<file path="src/rtl/spi_flash_target.sv">
// -----------------------------------------------------------------------------
// spi_flash_target
//
// SPI serial-flash target front end (mode 0, MSB first). The SPI pins are
// oversampled by the system clock through 2-flop synchronizers, and all
// protocol handling runs in the single 'clock' domain. The clock must run at
// least 8x the SCL rate.
//
// Supported commands:
//   8'h9F  JEDEC ID   -> MANUFACTURER_ID, MEMORY_TYPE, MEMORY_CAP, then 8'h00
//   8'h05  status     -> statusIn, re-sampled for every byte
//   8'h03  read       -> 24-bit address on IO0, data on IO1
//   8'hEB  quad read  -> quad address, mode byte, 4 dummies, quad data
//   8'hFF  exit continuous-read mode
//
// Optional feature macro: SPI_TARGET_QUAD_EN
//   Defined   : 8'hEB, quad data, continuous-read mode and 8'hFF are active.
//   Undefined : 8'hEB and 8'hFF are ignored, contReadMode is tied 0 and only
//               IO1 can ever be driven.
//
// Ports:
//   clock        system clock
//   nReset       asynchronous active-low reset
//   spiScl       SPI clock from the initiator
//   spiNCs       chip select, active low
//   spiIoIn      IO3..IO0 pad inputs (IO0 = SI)
//   spiIoOut     IO3..IO0 output values
//   spiIoDriven  per-pad drive enables, 1 = driven
//   memAddress   byte address to the backing store
//   memRead      one-cycle read strobe to the backing store
//   memData      store byte, valid one clock after memRead
//   statusIn     value returned by the status command
//   contReadMode continuous-read mode flag
// -----------------------------------------------------------------------------
module spi_flash_target #(
  parameter logic [7:0] MANUFACTURER_ID = 8'hEF,
  parameter logic [7:0] MEMORY_TYPE     = 8'h40,
  parameter logic [7:0] MEMORY_CAP      = 8'h18
) (
  input  logic        clock,
  input  logic        nReset,
  input  logic        spiScl,
  input  logic        spiNCs,
  input  logic [3:0]  spiIoIn,
  output logic [3:0]  spiIoOut,
  output logic [3:0]  spiIoDriven,
  output logic [23:0] memAddress,
  output logic        memRead,
  input  logic [7:0]  memData,
  input  logic [7:0]  statusIn,
  output logic        contReadMode
);

  typedef enum logic [2:0] {
    IDLE,
    CMD,
    ADDR,
    MODE,
    DUMMY,
    DATA,
    IGNORE
  } state_t;

  // Where the bytes of the DATA phase come from.
  typedef enum logic [1:0] {
    SRC_JEDEC,
    SRC_STATUS,
    SRC_MEM
  } src_t;

  // Synchronizers and edge-detect history.
  logic [1:0] scl_sync_q, scl_sync_d;
  logic [1:0] ncs_sync_q, ncs_sync_d;
  logic [3:0] io_meta_q, io_meta_d;
  logic [3:0] io_sync_q, io_sync_d;
  logic       scl_prev_q, scl_prev_d;
  logic       ncs_prev_q, ncs_prev_d;

  // Protocol state.
  state_t      state_q, state_d;
  src_t        src_q, src_d;
  logic        quad_q, quad_d;
  logic        cont_q, cont_d;
  logic [4:0]  cnt_q, cnt_d;
  logic [22:0] shift_q, shift_d;
  logic [7:0]  tx_q, tx_d;
  logic [3:0]  out_q, out_d;
  logic [23:0] addr_q, addr_d;
  logic        rd_q, rd_d;
  logic        fill_q, fill_d;
  logic [1:0]  jedec_q, jedec_d;

  logic        scl_s, ncs_s;
  logic [3:0]  io_s;
  logic        scl_rise, scl_fall, ncs_rise, ncs_fall;
  logic [7:0]  cmd_byte;
  logic [23:0] addr_nxt;
  logic        last_unit;

  // Synchronizer next values. Chip select resets to the deselected level so
  // leaving reset never looks like a frame start.
  always_comb begin
    scl_sync_d = {scl_sync_q[0], spiScl};
    ncs_sync_d = {ncs_sync_q[0], spiNCs};
    io_meta_d  = spiIoIn;
    io_sync_d  = io_meta_q;
    scl_prev_d = scl_sync_q[1];
    ncs_prev_d = ncs_sync_q[1];
  end

  always_ff @(posedge clock or negedge nReset) begin
    if (!nReset) begin
      scl_sync_q <= 2'b00;
      ncs_sync_q <= 2'b11;
      io_meta_q  <= 4'h0;
      io_sync_q  <= 4'h0;
      scl_prev_q <= 1'b0;
      ncs_prev_q <= 1'b1;
    end else begin
      scl_sync_q <= scl_sync_d;
      ncs_sync_q <= ncs_sync_d;
      io_meta_q  <= io_meta_d;
      io_sync_q  <= io_sync_d;
      scl_prev_q <= scl_prev_d;
      ncs_prev_q <= ncs_prev_d;
    end
  end

  assign scl_s = scl_sync_q[1];
  assign ncs_s = ncs_sync_q[1];
  assign io_s  = io_sync_q;

  // SCL edges only count while the target is selected.
  assign scl_rise = scl_s & ~scl_prev_q & ~ncs_s;
  assign scl_fall = ~scl_s & scl_prev_q & ~ncs_s;
  assign ncs_fall = ~ncs_s & ncs_prev_q;
  assign ncs_rise = ncs_s & ~ncs_prev_q;

  assign cmd_byte = {shift_q[6:0], io_s[0]};

  // Next-state and datapath logic. A store byte requested by memRead is
  // captured the clock after the strobe; the byte currently on the pad lives
  // in out_q, so reloading tx_q during the last bit is safe.
  always_comb begin
    state_d   = state_q;
    src_d     = src_q;
    quad_d    = quad_q;
    cont_d    = cont_q;
    cnt_d     = cnt_q;
    shift_d   = shift_q;
    tx_d      = tx_q;
    out_d     = out_q;
    addr_d    = addr_q;
    rd_d      = 1'b0;
    fill_d    = rd_q;
    jedec_d   = jedec_q;
    addr_nxt  = 24'h0;
    last_unit = 1'b0;

    if (fill_q) begin
      tx_d = memData;
    end

    case (state_q)
      IDLE: begin
        out_d   = 4'h0;
        cnt_d   = 5'd0;
        shift_d = 23'h0;
        if (ncs_fall) begin
          jedec_d = 2'd0;
          if (cont_q) begin
            state_d = ADDR;
            quad_d  = 1'b1;
            src_d   = SRC_MEM;
          end else begin
            state_d = CMD;
            quad_d  = 1'b0;
          end
        end
      end

      CMD: begin
        if (scl_rise) begin
          shift_d = {shift_q[21:0], io_s[0]};
          cnt_d   = cnt_q + 5'd1;
          if (cnt_q == 5'd7) begin
            cnt_d   = 5'd0;
            shift_d = 23'h0;
            case (cmd_byte)
              8'h9F: begin
                state_d = DATA;
                src_d   = SRC_JEDEC;
                tx_d    = MANUFACTURER_ID;
                jedec_d = 2'd1;
              end
              8'h05: begin
                state_d = DATA;
                src_d   = SRC_STATUS;
                tx_d    = statusIn;
              end
              8'h03: begin
                state_d = ADDR;
                src_d   = SRC_MEM;
                quad_d  = 1'b0;
              end
`ifdef SPI_TARGET_QUAD_EN
              8'hEB: begin
                state_d = ADDR;
                src_d   = SRC_MEM;
                quad_d  = 1'b1;
              end
              8'hFF: begin
                cont_d  = 1'b0;
                state_d = IGNORE;
              end
`endif
              default: state_d = IGNORE;
            endcase
          end
        end
      end

      ADDR: begin
        if (scl_rise) begin
          if (quad_q) begin
            addr_nxt  = {shift_q[19:0], io_s};
            last_unit = (cnt_q == 5'd5);
          end else begin
            addr_nxt  = {shift_q, io_s[0]};
            last_unit = (cnt_q == 5'd23);
          end
          shift_d = addr_nxt[22:0];
          cnt_d   = cnt_q + 5'd1;
          if (last_unit) begin
            cnt_d   = 5'd0;
            shift_d = 23'h0;
            addr_d  = addr_nxt;
            rd_d    = 1'b1;
            state_d = quad_q ? MODE : DATA;
          end
        end
      end

      // Mode byte arrives as two nibbles; M[5:4] = 2'b10 requests
      // continuous-read for the following frames.
      MODE: begin
        if (scl_rise) begin
          shift_d = {shift_q[18:0], io_s};
          cnt_d   = cnt_q + 5'd1;
          if (cnt_q == 5'd1) begin
            cont_d  = (shift_q[1:0] == 2'b10);
            cnt_d   = 5'd0;
            shift_d = 23'h0;
            state_d = DUMMY;
          end
        end
      end

      DUMMY: begin
        if (scl_rise) begin
          cnt_d = cnt_q + 5'd1;
          if (cnt_q == 5'd3) begin
            cnt_d   = 5'd0;
            state_d = DATA;
          end
        end
      end

      // Output bits/nibbles change on the falling edge. The last unit of a
      // byte also fetches the next byte.
      DATA: begin
        if (scl_fall) begin
          if (quad_q) begin
            out_d     = cnt_q[0] ? tx_q[3:0] : tx_q[7:4];
            last_unit = cnt_q[0];
          end else begin
            out_d     = {2'b00, tx_q[3'd7 - cnt_q[2:0]], 1'b0};
            last_unit = (cnt_q[2:0] == 3'd7);
          end
          cnt_d = last_unit ? 5'd0 : cnt_q + 5'd1;
          if (last_unit) begin
            case (src_q)
              SRC_JEDEC: begin
                case (jedec_q)
                  2'd1:    tx_d = MEMORY_TYPE;
                  2'd2:    tx_d = MEMORY_CAP;
                  default: tx_d = 8'h00;
                endcase
                jedec_d = (jedec_q == 2'd3) ? 2'd3 : jedec_q + 2'd1;
              end
              SRC_STATUS: tx_d = statusIn;
              default: begin
                rd_d   = 1'b1;
                addr_d = addr_q + 24'd1;
              end
            endcase
          end
        end
      end

      IGNORE: begin
        out_d = 4'h0;
      end

      default: state_d = IDLE;
    endcase

    // Deselect wins over everything and drops any partial byte.
    if (ncs_rise) begin
      state_d = IDLE;
      cnt_d   = 5'd0;
      shift_d = 23'h0;
      out_d   = 4'h0;
    end
  end

  always_ff @(posedge clock or negedge nReset) begin
    if (!nReset) begin
      state_q <= IDLE;
      src_q   <= SRC_JEDEC;
      quad_q  <= 1'b0;
      cont_q  <= 1'b0;
      cnt_q   <= 5'd0;
      shift_q <= 23'h0;
      tx_q    <= 8'h00;
      out_q   <= 4'h0;
      addr_q  <= 24'h0;
      rd_q    <= 1'b0;
      fill_q  <= 1'b0;
      jedec_q <= 2'd0;
    end else begin
      state_q <= state_d;
      src_q   <= src_d;
      quad_q  <= quad_d;
      cont_q  <= cont_d;
      cnt_q   <= cnt_d;
      shift_q <= shift_d;
      tx_q    <= tx_d;
      out_q   <= out_d;
      addr_q  <= addr_d;
      rd_q    <= rd_d;
      fill_q  <= fill_d;
      jedec_q <= jedec_d;
    end
  end

  // Drive enables decode straight from the state flop so reset releases the
  // pads immediately.
`ifdef SPI_TARGET_QUAD_EN
  assign spiIoDriven  = (state_q == DATA) ? (quad_q ? 4'hF : 4'h2) : 4'h0;
  assign contReadMode = cont_q;
`else
  assign spiIoDriven  = {2'b00, (state_q == DATA), 1'b0};
  assign contReadMode = 1'b0;
`endif

  assign spiIoOut   = out_q;
  assign memAddress = addr_q;
  assign memRead    = rd_q;

endmodule

</file>
<file path="config.mk">
export PLATFORM = sky130hd
export DESIGN_NAME = spi_flash_target
export DESIGN_NICKNAME = d
export VERILOG_FILES = /design/src/rtl/spi_flash_target.sv
export SDC_FILE = /design/constraint.sdc
export NUM_CORES = 1
export LEC_CHECK = 0
export CAP_MARGIN = 40
export CORE_ASPECT_RATIO = 1.1
export CORE_MARGIN = 2
export CORE_UTILIZATION = 35
export DETAILED_ROUTE_END_ITERATION = 8
export GPL_ROUTABILITY_DRIVEN = 0
export MAX_ROUTING_LAYER = met4
export PLACE_DENSITY = 0.51
export SYNTH_ARGS = -nofsm -noshare
export SYNTH_HDL_FRONTEND = slang
export SYNTH_SLANG_ARGS = --single-unit
</file>
<file path="constraint.sdc">
create_clock -name clock -period 5.3 [get_ports clock]
set_input_delay 1.06 -clock clock [delete_from_list [all_inputs] [get_ports clock]]
set_output_delay 1.06 -clock clock [all_outputs]
set_load 0.02 [all_outputs]
</file>
==> reports/metrics.yaml <==
critical_path:
  r2r-start: "state_q[1]"
  path_class: "register to output port"
  critical_path_arrival_ns: 2.97
  rr_worst_depth: 9
  startpoint_type: "register"
  critPathLaunch: "state_q[1]"
  cp-endpoint: "spiIoDriven[1]"
  r2r_end: "memAddress[6]"
  crit_path_end_kind: "output port"
  rrSetupSlack_ns: 1.70
  worstPathMaxFanout: 35
  critical_path_required_ns: 4.24
timing:
  rsz0062_at_grt: "false"
  tightest_slew_ns: 0.774
  final.min_clock_period_ns: 4.03
  fmax_ghz: 0.248
  finalMaxSlewViolations: 0
  max_slew_margin: 0.471
  period_share: 0.760
  skew_ns: 0.00695
  finalSetupTns_ns: 0
  setup_violations: 0
  hold_viol_final: 0
yosys:
  synth_edf_count: 0
  synthTopCellsByCount: "dfrtp_1 (86), nand2_1 (66), a21oi_1 (60)"
  synth_fa_ha_area_frac: 0.0179
  synthSimpleGateAreaFrac: 0.178
  ys.flop_type: "dfrtp_1"
  yosysUniqueCellTypes: 83
  synth_most_common_cell: "dfrtp_1"
  yosysTopAreaCell: "dfrtp_1"
  seq_area_frac_synth: 0.398
  syn_inst: 610
  synthXorXnorAreaFrac: 0
  synth_top_family_by_area: "compound AO/OA/AOI/OAI gates"
  yosysWarnings: 0
  ys_seq_elements: 89
  synth.avg_cell_area_um2: 9.19
  synth.area.mux_share: 0.0686
  yosys.area.top_type_share: 0.384
  netlist_area_um2: 5600
  synth-compound-area-share: 0.274
  async_reset_ff_frac: 1.00
  synthTopCellsByArea: "dfrtp_1 (38%), a21oi_1 (5.4%), o21ai_0 (4.7%), nand2_1 (4.4%), a22oi_1 (3.3%)"
floorplanning:
  die_w_um: 125
  core_area_um2: 15700
  num_io_pins: 58
  fp-row-count: 48
  die_area_um2: 17000
  die_y_um: 137
  initial_utilization: 0.357
detailed_routing:
  drtIter0Drc: 319
  dr.pass1.iters: 5
  num_vias: 5000
  drc: 0
  drt-total-wl_um: 16400
  antenna_left: 0
  wire_per_inst_um: 19.5
  viasPerCell: 5.95
clock_network:
  clk_latency_ns: 0.36
  clock_path_buffers: 2
  clockRootBuffer: "clkbuf_16"
  cts.sinks: 89
  cts_resized: 0
  htreeDepth: 3
  cts_setup_buffers: 0
  clkSlewWorstSetupHoldPaths_ns: 0.07
  cts_hold_buf: 0
  cts_tree: "done"
  cts_buffers: 9
final_layout:
  antenna_cells: 0
  final_nets: 668
  multiInputGateArea_um2: 3040
  n_fill_cell: 1546
  area_growth_syn_to_layout_pct: 16.7
  seqCellArea_um2: 2230
  drive_gt1_frac: 0.108
  final_cell_area_um2: 6540
global_routing:
  grt_usage: 0.199
  grt.overflow.total: 0
  antenna_found_initial: 0
  grt_max_degree: 50
  grt_pass1_wl_um: 26200
  grt_pass1_vias: 4746
min_path:
  holdCritPathClass: "register to register"
run:
  drv_cap: 0
pwr:
  leakage_nw: 2.49
  peakVddDrop_mv: 0.182
  finalPower_w: 0.00232
  power.density_nw_per_um2: 355
place:
  place_area_um2: 6210
  portBuffers: 53
  post-dp-hpwl_um: 11400
run_status:
  status: "complete, no violations"
## worst max-delay path, cell delays in order, from the launching register on
cell	delay, ns
dfrtp_1	0.65
nand3b_2	0.34
buf_4	0.28
inv_1	0.56
clkdlybuf4s50_1	0.76
## how the worst min path moves through the flow
stage / slack [ns] / cells past startpoint / end / start
2_1_floorplan: 0.33 / 0 / io_s[0] / io_meta_q[0]
3_3_place_gp: 0.34 / 0 / io_s[3] / io_meta_q[3]
3_5_place_dp: 0.34 / 0 / io_s[1] / io_meta_q[1]
4_1_cts: 0.35 / 0 / io_s[1] / io_meta_q[1]
5_1_grt: 0.36 / 0 / ncs_sync_q[1] / ncs_sync_q[0]
6_report: 0.35 / 0 / io_s[3] / io_meta_q[3]
## flip-flops by register name (all words and copies together) (netlist names), 3 cells and up
signal,cells
cnt_q,5
state_q,3
spiIoOut,4
io_meta_q,4
memAddress,24
io_s,4
shift_q,23
tx_q,8
## report_power, final
| part | switching [W] | total (W) | internal (W) |
|---|---|---|---|
| Combinational | 0.000491 | 0.000782 | 0.000291 |
| Sequential | 0.0000931 | 0.000817 | 0.000724 |
| Clock | 0.000291 | 0.000719 | 0.000428 |
| Total | 0.000875 | 0.00232 | 0.00144 |
## placed cells by master, fill, tap and decap left out, types with 6 or more instances in the layout
master,count
ha_1,8
nor2b_1,6
a31oi_1,6
o21ai_0,53
a21oi_1,58
a22oi_1,25
o31ai_1,7
clkdlybuf4s50_1,52
o22a_1,6
dfrtp_1,86
clkbuf_16,9
nand2_1,66
nand4_1,9
o22ai_1,11
mux2i_1,17
nand3_1,12
nor4_1,6
nor2_1,30
a211oi_1,8
buf_4,7
nor3_1,9
mux2_2,14
nor3b_1,7
inv_1,17
## cell type report
| cell class | instances | share of cell area |
|---|---|---|
| Clock inverter | 6 | 0.0140 |
| Clock buffer | 10 | 0.0366 |
| Timing Repair Buffer | 62 | 0.0953 |
| Multi-Input combinational cell | 457 | 0.465 |
| Tap cell | 200 | 0.0383 |
| Inverter | 17 | 0.00976 |
| Sequential cell | 89 | 0.341 |
## logic make-up (layout without fill, tap and decap cells)
group                      after synthesis  in the layout
muxes                                   34             34
AOI/OAI and AO/OA                      228            228
DFF                                     89             89
adders and majority gates                8              8
other                                    1              4
and+or+nand+nor                        183            183
buffers and inverters                   67             95
## layer usage
metal / GRT usage / up-vias / part of all wire
li1: - / 2352 / -
met1: 0.250 / 2452 / 0.44
met2: 0.321 / 161 / 0.49
met3: 0.0266 / 35 / 0.043
met4: 0.0936 / 0 / 0.031
met5: - / - / 0
## per-stage QoR
stage | std cells | hold slack, ns | utilization | setup WS, ns
5_1_grt | 841 | 0.360 | 0.417 | 1.15
3_3_place_gp | 822 | 0.336 | 0.393 | 1.55
3_5_place_dp | 825 | 0.336 | 0.396 | 1.70
6_report | 841 | 0.351 | 0.417 | 1.27
2_1_floorplan | 613 | 0.331 | - | 2.76
4_1_cts | 841 | 0.352 | 0.417 | 1.31
Note: power is estimated with default switching activity, not from simulation.
